<file path="config.mk">
export PLATFORM = sky130hd
export DESIGN_NAME = n_bit_comparator
export DESIGN_NICKNAME = d
export VERILOG_FILES = /design/src/rtl/n_bit_comparator_pkg.sv /design/src/rtl/n_bit_comparator_cmp_core.sv /design/src/rtl/n_bit_comparator.sv
export SDC_FILE = /design/constraint.sdc
export NUM_CORES = 1
export LEC_CHECK = 0
export CAP_MARGIN = 20
export CORE_AREA = 4 4 41 43
export CTS_CLUSTER_SIZE = 10
export DETAILED_ROUTE_END_ITERATION = 6
export DIE_AREA = 0 0 45 47
export PLACE_DENSITY = 0.68
export SYNTH_ARGS = -nofsm -noshare
export SYNTH_HDL_FRONTEND = slang
export SYNTH_HIERARCHICAL = 1
export SYNTH_SLANG_ARGS = --single-unit
</file>
<file path="constraint.sdc">
create_clock -name clk -period 1.5 [get_ports clk]
set_input_delay 0.3 -clock clk [delete_from_list [all_inputs] [get_ports clk]]
set_output_delay 0.3 -clock clk [all_outputs]
set_load 0.01 [all_outputs]
</file>
<file path="src/rtl/n_bit_comparator_pkg.sv">
// n_bit_comparator_pkg: shared width default, compare result type and one-hot mapping
package n_bit_comparator_pkg;
    localparam int DEFAULT_WIDTH = 8;

    typedef enum logic [1:0] {LT, EQ, GT} cmp_result_t;

    function automatic logic [2:0] to_onehot(cmp_result_t r);
        return {r == LT, r == EQ, r == GT};
    endfunction
endpackage

</file>
<file path="src/rtl/n_bit_comparator_cmp_core.sv">
// cmp_core: combinational recursive magnitude compare; signed mode flips the sign bits so a plain unsigned tree applies
module cmp_core
    import n_bit_comparator_pkg::*;
#(
    parameter int WIDTH  = DEFAULT_WIDTH,
    parameter bit SIGNED = 1'b0
) (
    input  logic [WIDTH-1:0] a,
    input  logic [WIDTH-1:0] b,
    output cmp_result_t      result
);
    localparam logic [WIDTH-1:0] SIGN_MASK = SIGNED ? WIDTH'(1) << (WIDTH - 1) : '0;

    logic [WIDTH-1:0] ua;
    logic [WIDTH-1:0] ub;

    assign ua = a ^ SIGN_MASK;
    assign ub = b ^ SIGN_MASK;

    if (WIDTH == 1) begin : g_leaf
        assign result = (ua == ub) ? EQ : (ua[0] ? GT : LT);
    end else begin : g_split
        localparam int LO = WIDTH / 2;
        localparam int HI = WIDTH - LO;
        cmp_result_t r_hi;
        cmp_result_t r_lo;
        cmp_core #(.WIDTH(HI), .SIGNED(1'b0)) u_hi (
            .a      (ua[WIDTH-1:LO]),
            .b      (ub[WIDTH-1:LO]),
            .result (r_hi)
        );
        cmp_core #(.WIDTH(LO), .SIGNED(1'b0)) u_lo (
            .a      (ua[LO-1:0]),
            .b      (ub[LO-1:0]),
            .result (r_lo)
        );
        assign result = (r_hi == EQ) ? r_lo : r_hi;
    end
endmodule

</file>
<file path="src/rtl/n_bit_comparator.sv">
// n_bit_comparator: registered three-way compare with one-cycle latency and valid qualifier
module n_bit_comparator
    import n_bit_comparator_pkg::*;
#(
    parameter int WIDTH  = DEFAULT_WIDTH,
    parameter bit SIGNED = 1'b0
) (
    input  logic             clk,
    input  logic             rst_n,
    input  logic             in_valid,
    input  logic [WIDTH-1:0] a,
    input  logic [WIDTH-1:0] b,
    output logic             out_valid,
    output logic             lesser,
    output logic             equal,
    output logic             greater
);
    cmp_result_t result;

    cmp_core #(.WIDTH(WIDTH), .SIGNED(SIGNED)) u_core (
        .a      (a),
        .b      (b),
        .result (result)
    );

    // capture flags on valid input; flags hold when idle, reset wins over capture
    always_ff @(posedge clk) begin
        if (!rst_n) begin
            out_valid <= 1'b0;
            {lesser, equal, greater} <= 3'b000;
        end else begin
            out_valid <= in_valid;
            if (in_valid) {lesser, equal, greater} <= to_onehot(result);
        end
    end

`ifndef SYNTHESIS
    a_onehot: assert property (@(posedge clk) out_valid |-> $onehot({lesser, equal, greater}));
    a_latency: assert property (@(posedge clk) $past(rst_n) |-> out_valid == $past(in_valid));
`endif
endmodule

</file>
Yosys cells after proc, flatten, opt, wreduce, memory -nomap -nowiden
Cells that the tools add are included.
{"block": "totals", "wordCells": 45, "inputBits": 19, "ramBits": 0, "memories": 0, "reg_bits": 4, "latch_bits": 0, "romBits": 0, "out_inout_bits": 4}
{"block": "op_classes", "magnitude_cmp": 0, "eq_ne": 17, "n_mul": 0, "shift": 0, "mux": 23, "n_reduce_logical": 1, "add_sub_neg": 0, "n_bitwise": 0, "n_div": 0}
{"cell": "2-to-1 mux 2 bit", "n": 23}
{"cell": "equality test 2 x 1 -> 1 bit (second input constant)", "n": 8}
{"cell": "equality test 1 bit", "n": 8}
{"cell": "equality test 2 bit (second input constant)", "n": 1}
{"cell": "zero test 2 bit", "n": 1}

Depth between registers and ports, before layout
Gate-level depths: netlist of run 1.
{"block": "logic_depth", "depth_word": 9, "ltp_mapped": 7, "depth_no_buf": 7}

Hierarchy
Netlist of run 1, hierarchy kept.
{"mod": "n_bit_comparator", "cells_per_inst": 14, "area_each_um2": 153.9, "seq_area_each_um2": 80.1, "n_inst": 1}
{"mod": "cmp_core (u_core.g_split.u_hi.g_split.u_hi.g_split.u_hi ...)", "cells_per_inst": 2, "area_each_um2": 16.3, "seq_area_each_um2": 0.0, "n_inst": 8}
{"mod": "cmp_core (u_core ...)", "cells_per_inst": 2, "area_each_um2": 15.0, "seq_area_each_um2": 0.0, "n_inst": 7}

Worst setup path before layout of run 1
OpenSTA, ideal clock, no wires.
{"block": "synth_path", "kind": "input to register", "startpoint": "input b[5]", "endpoint": "register lesser", "path_slack_ns": 0.050, "setup_ns": 0.058, "n_path_buf": 0, "stages": 7, "t_arrival_ns": 1.392, "path_cell_list": "inv_1 > ha_1 > a21o_1 > a21o_1 > o21a_1 > nor3b_2 > o21a_1"}
{"block": "synth_via", "elab_chain_cells": 8}
{"item": "start: declaration", "line_no": "n_bit_comparator.sv:12", "text": "input logic [WIDTH-1:0] b,"}
{"item": "equality test 1 bit", "line_no": "n_bit_comparator_cmp_core.sv:21", "text": "assign result = (ua == ub) ? EQ : (ua[0] ? GT : LT);"}
{"item": "2-to-1 mux 2 bit", "line_no": "n_bit_comparator_cmp_core.sv:21"}
{"item": "net u_core.g_split.u_hi.g_split.u_lo.g_split.r_hi[0]", "line_no": "n_bit_comparator_cmp_core.sv:25", "text": "cmp_result_t r_hi;"}
{"item": "equality test 2 x 1 -> 1 bit", "line_no": "n_bit_comparator_cmp_core.sv:37", "text": "assign result = (r_hi == EQ) ? r_lo : r_hi;"}
{"item": "2-to-1 mux 2 bit", "line_no": "n_bit_comparator_cmp_core.sv:37"}
{"item": "net u_core.g_split.u_hi.g_split.r_lo[1]", "line_no": "n_bit_comparator_cmp_core.sv:26", "text": "cmp_result_t r_lo;"}
{"item": "2-to-1 mux 2 bit", "line_no": "n_bit_comparator_cmp_core.sv:37"}
{"item": "net u_core.g_split.r_hi[1]", "line_no": "n_bit_comparator_cmp_core.sv:25"}
{"item": "equality test 2 x 1 -> 1 bit", "line_no": "n_bit_comparator_cmp_core.sv:37"}
{"item": "2-to-1 mux 2 bit", "line_no": "n_bit_comparator_cmp_core.sv:37"}
{"item": "net result[0]", "line_no": "n_bit_comparator.sv:18", "text": "cmp_result_t result;"}
{"item": "zero test 2 bit", "line_no": "n_bit_comparator_pkg.sv:8", "text": "return {r == LT, r == EQ, r == GT};"}
{"item": "end signal: assignment", "line_no": "n_bit_comparator.sv:33", "text": "if (in_valid) {lesser, equal, greater} <= to_onehot(result);"}
{"item": "end: declaration", "line_no": "n_bit_comparator.sv:14", "text": "output logic lesser,"}
The timed path passes the listed nets, and every way through them passes these cells.
A chain may end at the register's enable or synchronous reset.

Worst setup path after layout of run 1
{"block": "layout_path", "startpoint": "input b[3]", "endpoint": "register lesser"}
{"block": "layout_via", "elab_chain_cells": 8}
{"item": "equality test 1 bit", "line_no": "n_bit_comparator_cmp_core.sv:21"}
{"item": "2-to-1 mux 2 bit", "line_no": "n_bit_comparator_cmp_core.sv:21"}
{"item": "net u_core.g_split.u_lo.g_split.u_hi.g_split.r_hi[0]", "line_no": "n_bit_comparator_cmp_core.sv:25"}
{"item": "equality test 2 x 1 -> 1 bit", "line_no": "n_bit_comparator_cmp_core.sv:37"}
{"item": "2-to-1 mux 2 bit", "line_no": "n_bit_comparator_cmp_core.sv:37"}
{"item": "net u_core.g_split.u_lo.g_split.r_hi[1]", "line_no": "n_bit_comparator_cmp_core.sv:25"}
{"item": "equality test 2 x 1 -> 1 bit", "line_no": "n_bit_comparator_cmp_core.sv:37"}
{"item": "2-to-1 mux 2 bit", "line_no": "n_bit_comparator_cmp_core.sv:37"}
{"item": "net u_core.g_split.r_lo[0]", "line_no": "n_bit_comparator_cmp_core.sv:26"}
{"item": "2-to-1 mux 2 bit", "line_no": "n_bit_comparator_cmp_core.sv:37"}
{"item": "net result[0]", "line_no": "n_bit_comparator.sv:18"}
{"item": "zero test 2 bit", "line_no": "n_bit_comparator_pkg.sv:8"}
The timed path passes the listed nets, and every way through them passes these cells.

==> impl_metrics.yaml, run 1 <==
outcome:
  outcome: "complete, no violations"
global_route:
  grt_first_pass_wirelength_um: 1440
  grt_antenna_before_repair: 0
  first_global_vias: 421
  gr_overflow_total: 0
  grt_start_max_net_pins: 8
  track_usage_pct: 9.57
setup_path:
  criticalPathCategory: "input port to flop"
  first_element_of_the_critical_path: "b[3]"
  critical_path_arrival_ns: 1.62
  timing.critical_path.to: "lesser$_SDFFE_PN0P_"
  worstSetupEndpointType: "flop"
  startpoint_type: "input port"
  r2r_setup_slack_ns: 0.78
  critical-path-top-cell-by-count: "sky130_fd_sc_hd__o21a_1"
  worstPathRequired_ns: 1.68
  critical_path.cell_chain: "dlygate4sd2_1, inv_2, ha_4, a21o_1, o21a_1, o21a_1, nor3b_2, o21a_1"
  timing.rr.start: "lesser$_SDFFE_PN0P_"
  r2r_cells: 2
  critical-path-slowest-cell: "sky130_fd_sc_hd__dlygate4sd2_1"
  critPathMaxStageDelay_ns: 0.23
  worstPathMaxFanout: 3
  r2r_end: "lesser$_SDFFE_PN0P_"
timing:
  hold_violations: 0
  final_period_minus_worst_setup_slack_ns: 1.44
  timing.setup.tns_ns: 0
  rsz0062_at_grt: "false"
  max_freq_mhz: 694
  hold-worst-slack_ns: 0.470
  timing.final.max_slew_violations: 0
  post-route-period-util_pct: 96.0
  finalClockSkew_ns: 0
  slew_headroom_pct: 87.7
  max_slew.worst_pin.slew_ns: 0.184
  setup_viol: 0
route:
  drt.antenna.violating_nets: 0
  drtIter0Drc: 4
  detail_route.wirelength_um: 901
  drcViolationCount: 0
  drt-vias-per-instance: 4.49
  avgRoutedWirePerCell_um: 10.7
  routed-via-count: 377
  drt_pre_antenna_iters: 4
placed_design:
  gp_congestion: 0.639
  port-buffer-count: 22
  place_hpwl_um: 683
floorplanning:
  die-area_um2: 2120
  count_of_boundary_i_o_pins: 23
  die_width_um: 45
  initial_core_util_pct: 29.9
  number_of_cell_rows: 13
  chipHeight_um: 47
  coreArea_um2: 1300
pwr:
  power_leakage_nw: 0.346
  p_per_area_nw_per_um2: 594
  vdd_ir_drop_max_mv: 0.344
final_layout:
  diodes: 0
  area_growth_syn_to_layout_pct: 73.6
  final.fill_count: 137
  fin_nets: 98
  drive_gt1_share_pct: 24.6
synth:
  post_synthesis_sequential_element_count: 4
  synth_area_leader_cell: "sky130_fd_sc_hd__ha_1"
  ys_top_cells_by_count: "sky130_fd_sc_hd__ha_1 (8), sky130_fd_sc_hd__inv_1 (8), sky130_fd_sc_hd__o21a_1 (8), sky130_fd_sc_hd__a21o_1 (7), sky130_fd_sc_hd__dfxtp_1 (4)"
  synthesis.area_um2: 389
  warnings_from_yosys: 6
  postSynth.topFlopCell: "sky130_fd_sc_hd__dfxtp_1"
  synth_top_area_share_pct: 25.7
  portion_of_the_post_synthesis_area_used_by_sequential_elements_pct: 20.6
  synth-edff-count: 0
  post_synth.cell_area_avg_um2: 8.84
  synth_nets: 71
  syn_inst: 44
  post_synth_num_cell_types: 11
  postSynth.asyncResetShare_pct: 0
  synth.top_cells.by_area: "sky130_fd_sc_hd__ha_1 (26%), sky130_fd_sc_hd__dfxtp_1 (21%), sky130_fd_sc_hd__o21a_1 (15%), sky130_fd_sc_hd__a21o_1 (14%), sky130_fd_sc_hd__inv_1 (7.7%)"
clocking:
  clock_tree_from_tritoncts: "done"
  htree_num_levels: 1
  clk_latency_ns: 0.23
  clock_tree.buffer_depth: 2
  path_clk_slew_ns: 0.04
  cts.sinks: 4
  cts_root_buffer: "sky130_fd_sc_hd__clkbuf_4"
  number_of_buffers_created_by_cts: 3
hold_path:
  hold_path_depth: 2
  worstHoldPathType: "flop to flop"
flow_run:
  cap_violations: 0
==> through the flow <==
step / power (mW) / setup WS, ns / cell area, µm² / util, % / std cells
3_5_place_dp: 0.269 / -0.494 / 628 / 48.3 / 81
4_1_cts: 0.409 / 0.00410 / 686 / 52.7 / 84
6_report: 0.401 / 0.0599 / 676 / 51.9 / 84
3_3_place_gp: 0.268 / -0.458 / 628 / 48.3 / 81
5_1_grt: 0.436 / 0.00278 / 676 / 51.9 / 84
2_1_floorplan: 0.195 / 0.0503 / 389 / - / 44
==> worst min path at each step <==
stage                          from                   end  slack, ns
5_1_grt        greater$_SDFFE_PN0P_  greater$_SDFFE_PN0P_       0.49
3_3_place_gp     equal$_SDFFE_PN0P_    equal$_SDFFE_PN0P_       0.46
6_report       greater$_SDFFE_PN0P_  greater$_SDFFE_PN0P_       0.47
4_1_cts        greater$_SDFFE_PN0P_  greater$_SDFFE_PN0P_       0.47
2_1_floorplan                 rst_n   lesser$_SDFFE_PN0P_       0.42
3_5_place_dp   greater$_SDFFE_PN0P_  greater$_SDFFE_PN0P_       0.46
==> registers in the layout, indices dropped and copies added (netlist names) <==
| name | flops |
|---|---|
| equal | 1 |
| greater | 1 |
| lesser | 1 |
| out_valid | 1 |
==> cell families after synthesis <==
family                     Yosys count  share of synthesized area, %
AOI/OAI and AO/OA                   15                          28.9
and+or+nand+nor                      9                          17.0
buffers and inverters                8                          7.72
adders and majority gates            8                          25.7
DFF                                  4                          20.6
==> layer usage <==
layer	part of all wire, %	up-vias	GRT usage (%)
li1	-	204	-
met1	38	160	9.34
met2	54	13	18.4
met3	7.8	0	2.30
met4	0	0	5.26
met5	0	-	0
==> what timing repair did <==
| action | in CTS | in global routing |
|---|---|---|
| pin swaps | 18 | 19 |
| gates cloned | 0 | 0 |
| setup buffers | 0 | 0 |
| endpoints found under the setup margin | 3 | 3 |
| endpoints found under the hold margin | 0 | 0 |
| resized for setup | 28 | 12 |
| hold buffers | 0 | 0 |
==> power by group <==
part           internal [mW]  switching, mW
clock network         0.0894         0.0419
registers              0.114        0.00324
logic                 0.0932         0.0597
total                  0.297          0.105
==> placed cells by master (no fill, tap or decap) <==
| cell | Yosys | layout |
|---|---|---|
| sky130_fd_sc_hd__a21o_1 | 7 | 7 |
| sky130_fd_sc_hd__and2_2 | 1 | 1 |
| sky130_fd_sc_hd__clkbuf_2 | 0 | 4 |
| sky130_fd_sc_hd__clkbuf_4 | 0 | 3 |
| sky130_fd_sc_hd__clkdlybuf4s15_1 | 0 | 8 |
| sky130_fd_sc_hd__clkdlybuf4s50_1 | 0 | 6 |
| sky130_fd_sc_hd__dfxtp_1 | 4 | 4 |
| sky130_fd_sc_hd__dlygate4sd2_1 | 0 | 4 |
| sky130_fd_sc_hd__ha_1 | 8 | 4 |
| sky130_fd_sc_hd__ha_4 | 0 | 4 |
| sky130_fd_sc_hd__inv_1 | 8 | 4 |
| sky130_fd_sc_hd__inv_2 | 0 | 4 |
| sky130_fd_sc_hd__nand2_1 | 2 | 2 |
| sky130_fd_sc_hd__nand3b_1 | 2 | 2 |
| sky130_fd_sc_hd__nand4b_1 | 2 | 2 |
| sky130_fd_sc_hd__nor2b_1 | 1 | 1 |
| sky130_fd_sc_hd__nor3b_2 | 1 | 1 |
| sky130_fd_sc_hd__o21a_1 | 8 | 8 |
==> cell type report <==
class | instances | area, µm² | share of cell area (%)
Multi-Input combinational cell | 32 | 329 | 48.7
Timing Repair Buffer | 22 | 195 | 28.9
Clock buffer | 3 | 22.5 | 3.33
Inverter | 8 | 30.0 | 4.44
Sequential cell | 4 | 80.1 | 11.9
Tap cell | 15 | 18.8 | 2.78
==> critical path: cells and delay by family <==
kind,cells,cell delay (ns)
AOI/OAI and AO/OA,4,0.66
and+or+nand+nor,1,0.18
adders and majority gates,1,0.19
buffers and inverters,2,0.29
No activity file was read; power rests on OpenSTA's default activity.
==> run 2, diff against run 1 <==
--- a/config.mk
+++ b/config.mk
@@ -10,6 +10,7 @@
 export CTS_CLUSTER_SIZE = 10
 export DETAILED_ROUTE_END_ITERATION = 6
 export DIE_AREA = 0 0 45 47
+export MAX_ROUTING_LAYER = met4
 export PLACE_DENSITY = 0.68
 export SYNTH_ARGS = -nofsm -noshare
 export SYNTH_HDL_FRONTEND = slang
==> constraint.sdc (replaced) <==
create_clock -name clk -period 1.18 [get_ports clk]
set_input_delay 0.236 -clock clk [delete_from_list [all_inputs] [get_ports clk]]
set_output_delay 0.236 -clock clk [all_outputs]
set_load 0.01 [all_outputs]
==> run 2 against run 1 <==
  * The run now ends with negative setup slack left
  * Global-route usage increased by 1.3 points
  * Utilization increased by 6.9 points
  * Cell area increased by 13%
==> impl_metrics.yaml, run 2 (synthesis results as in run 1) <==
outcome:
  outcome: "finished with violations"
  failed_checks: "negative setup slack"
setup_path:
  worstPathRequired_ns: 1.35
  r2r_setup_slack_ns: 0.48
  r2r_cells: 2
  startpoint_type: "input port"
  worstPathMaxFanout: 3
  criticalPathCategory: "input port to flop"
  critical_path_arrival_ns: 1.41
  r2r_end: "lesser$_SDFFE_PN0P_"
  timing.rr.start: "lesser$_SDFFE_PN0P_"
  worstSetupEndpointType: "flop"
placed_design:
  placed_cell_area_um2: 756
  port-buffer-count: 22
  place_hpwl_um: 813
  gp_congestion: 0.621
global_route:
  grt_start_max_net_pins: 8
  grt_first_pass_wirelength_um: 1600
  first_global_vias: 424
  track_usage_pct: 10.8
  gr_overflow_total: 0
  grt_antenna_before_repair: 0
timing:
  rsz0062_at_grt: "true"
  finalWorstSetupSlack_ns: -0.0551
  final_period_minus_worst_setup_slack_ns: 1.24
  post-route-period-util_pct: 105
  hold-worst-slack_ns: 0.467
  timing.final.max_slew_violations: 0
  max_slew.worst_pin.slew_ns: 0.196
  slew_headroom_pct: 86.9
  hold_violations: 0
  max_freq_mhz: 810
  setup_viol: 2
  finalClockSkew_ns: 0
clocking:
  number_of_buffers_created_by_cts: 3
  path_clk_slew_ns: 0.04
  clock_tree_from_tritoncts: "done"
  htree_num_levels: 1
  cts_root_buffer: "sky130_fd_sc_hd__clkbuf_4"
  cts.sinks: 4
  clk_latency_ns: 0.23
  clock_tree.buffer_depth: 2
floorplanning:
  initial_core_util_pct: 29.9
  count_of_boundary_i_o_pins: 23
  number_of_cell_rows: 13
  coreArea_um2: 1300
  die-area_um2: 2120
  chipHeight_um: 47
  die_width_um: 45
route:
  avgRoutedWirePerCell_um: 11.1
  drt_pre_antenna_iters: 2
  drcViolationCount: 0
  drtIter0Drc: 1
  drt.antenna.violating_nets: 0
  drt-vias-per-instance: 4.56
  routed-via-count: 383
  detail_route.wirelength_um: 934
final_layout:
  drive_gt1_share_pct: 53.6
  post_route_standard_cell_area_excluding_fillers_um2: 766
  final.fill_count: 130
  multi_input_gate_area_um2: 379
  layout.area.seq_um2: 80.1
  mostFrequentLayoutCells: "sky130_fd_sc_hd__o21a_1 (8), sky130_fd_sc_hd__buf_6 (8), sky130_fd_sc_hd__ha_4 (8)"
  diodes: 0
  area_growth_syn_to_layout_pct: 96.8
  fin_nets: 98
  fin_util_pct: 58.8
hold_path:
  worst_hold_path.endpoint: "equal$_SDFFE_PN0P_"
  hold_path_depth: 2
  worstHoldPathType: "flop to flop"
  hp-start: "equal$_SDFFE_PN0P_"
pwr:
  total_power_mw: 0.546
  power_leakage_nw: 0.376
  vdd_ir_drop_max_mv: 0.675
  p_per_area_nw_per_um2: 713
flow_run:
  cap_violations: 0
-- run 2: report_power, final --
part           leakage, nW  switching [mW]  internal (mW)
registers           0.0329         0.00311          0.145
logic                0.329          0.0928          0.139
clock network       0.0138          0.0530          0.114
-- run 2: worst max-delay path, stage by stage --
cell	delay (ns)
sky130_fd_sc_hd__buf_4	0.13
sky130_fd_sc_hd__inv_8	0.04
sky130_fd_sc_hd__ha_4	0.18
sky130_fd_sc_hd__o21a_1	0.16
sky130_fd_sc_hd__o21a_1	0.17
sky130_fd_sc_hd__a21o_1	0.18
sky130_fd_sc_hd__nor3b_2	0.18
sky130_fd_sc_hd__o21a_1	0.12
-- run 2: how the worst max path moves through the flow --
stage | endpoint | cells past startpoint | from | slack [ns]
2_1_floorplan | lesser$_SDFFE_PN0P_ | 7 | b[7] | -0.17
3_3_place_gp | lesser$_SDFFE_PN0P_ | 8 | b[7] | -0.85
3_5_place_dp | lesser$_SDFFE_PN0P_ | 8 | b[7] | -0.90
4_1_cts | lesser$_SDFFE_PN0P_ | 8 | b[5] | -0.07
5_1_grt | lesser$_SDFFE_PN0P_ | 8 | b[7] | -0.11
6_report | lesser$_SDFFE_PN0P_ | 8 | b[4] | -0.06
-- run 2: final cells by class --
type                            instances  share of cell area (%)
Clock buffer                            3                    2.94
Inverter                                8                    8.17
Multi-Input combinational cell         32                    49.5
Sequential cell                         4                    10.5
Tap cell                               15                    2.45
Timing Repair Buffer                   22                    26.5
-- run 2: per-stage QoR --
stage / TNS [ns] / instances / setup slack [ns]
after detailed placement: -2.54 / 81 / -0.902
final: -0.0562 / 84 / -0.0551
after CTS: -0.0889 / 84 / -0.0716
after floorplan: -0.373 / 44 / -0.168
after global routing: -0.206 / 84 / -0.106
after global placement: -2.44 / 81 / -0.851
-- run 2: what timing repair did --
action                     CTS  global route
resized for setup           80             3
hold buffers                 0             0
setup endpoints to repair    7             3
buffers inserted             0             0
pin swaps                   21             4
-- run 2: layer usage --
| layer | GRT usage, % | wire [µm] |
|---|---|---|
| met3 | 2.68 | 89 |
| met4 | 5.26 | 0 |
| met2 | 22.0 | 538 |
| met5 | - | 0 |
| met1 | 8.84 | 307 |
==> run 3, diff against run 2 <==
--- a/config.mk
+++ b/config.mk
@@ -7,6 +7,7 @@
 export LEC_CHECK = 0
 export CAP_MARGIN = 20
 export CORE_AREA = 4 4 41 43
+export CTS_CLUSTER_DIAMETER = 150
 export CTS_CLUSTER_SIZE = 10
 export DETAILED_ROUTE_END_ITERATION = 6
 export DIE_AREA = 0 0 45 47
==> results of run 3 <==
The final DEF is identical to that of run 2; final timing and power are the same.
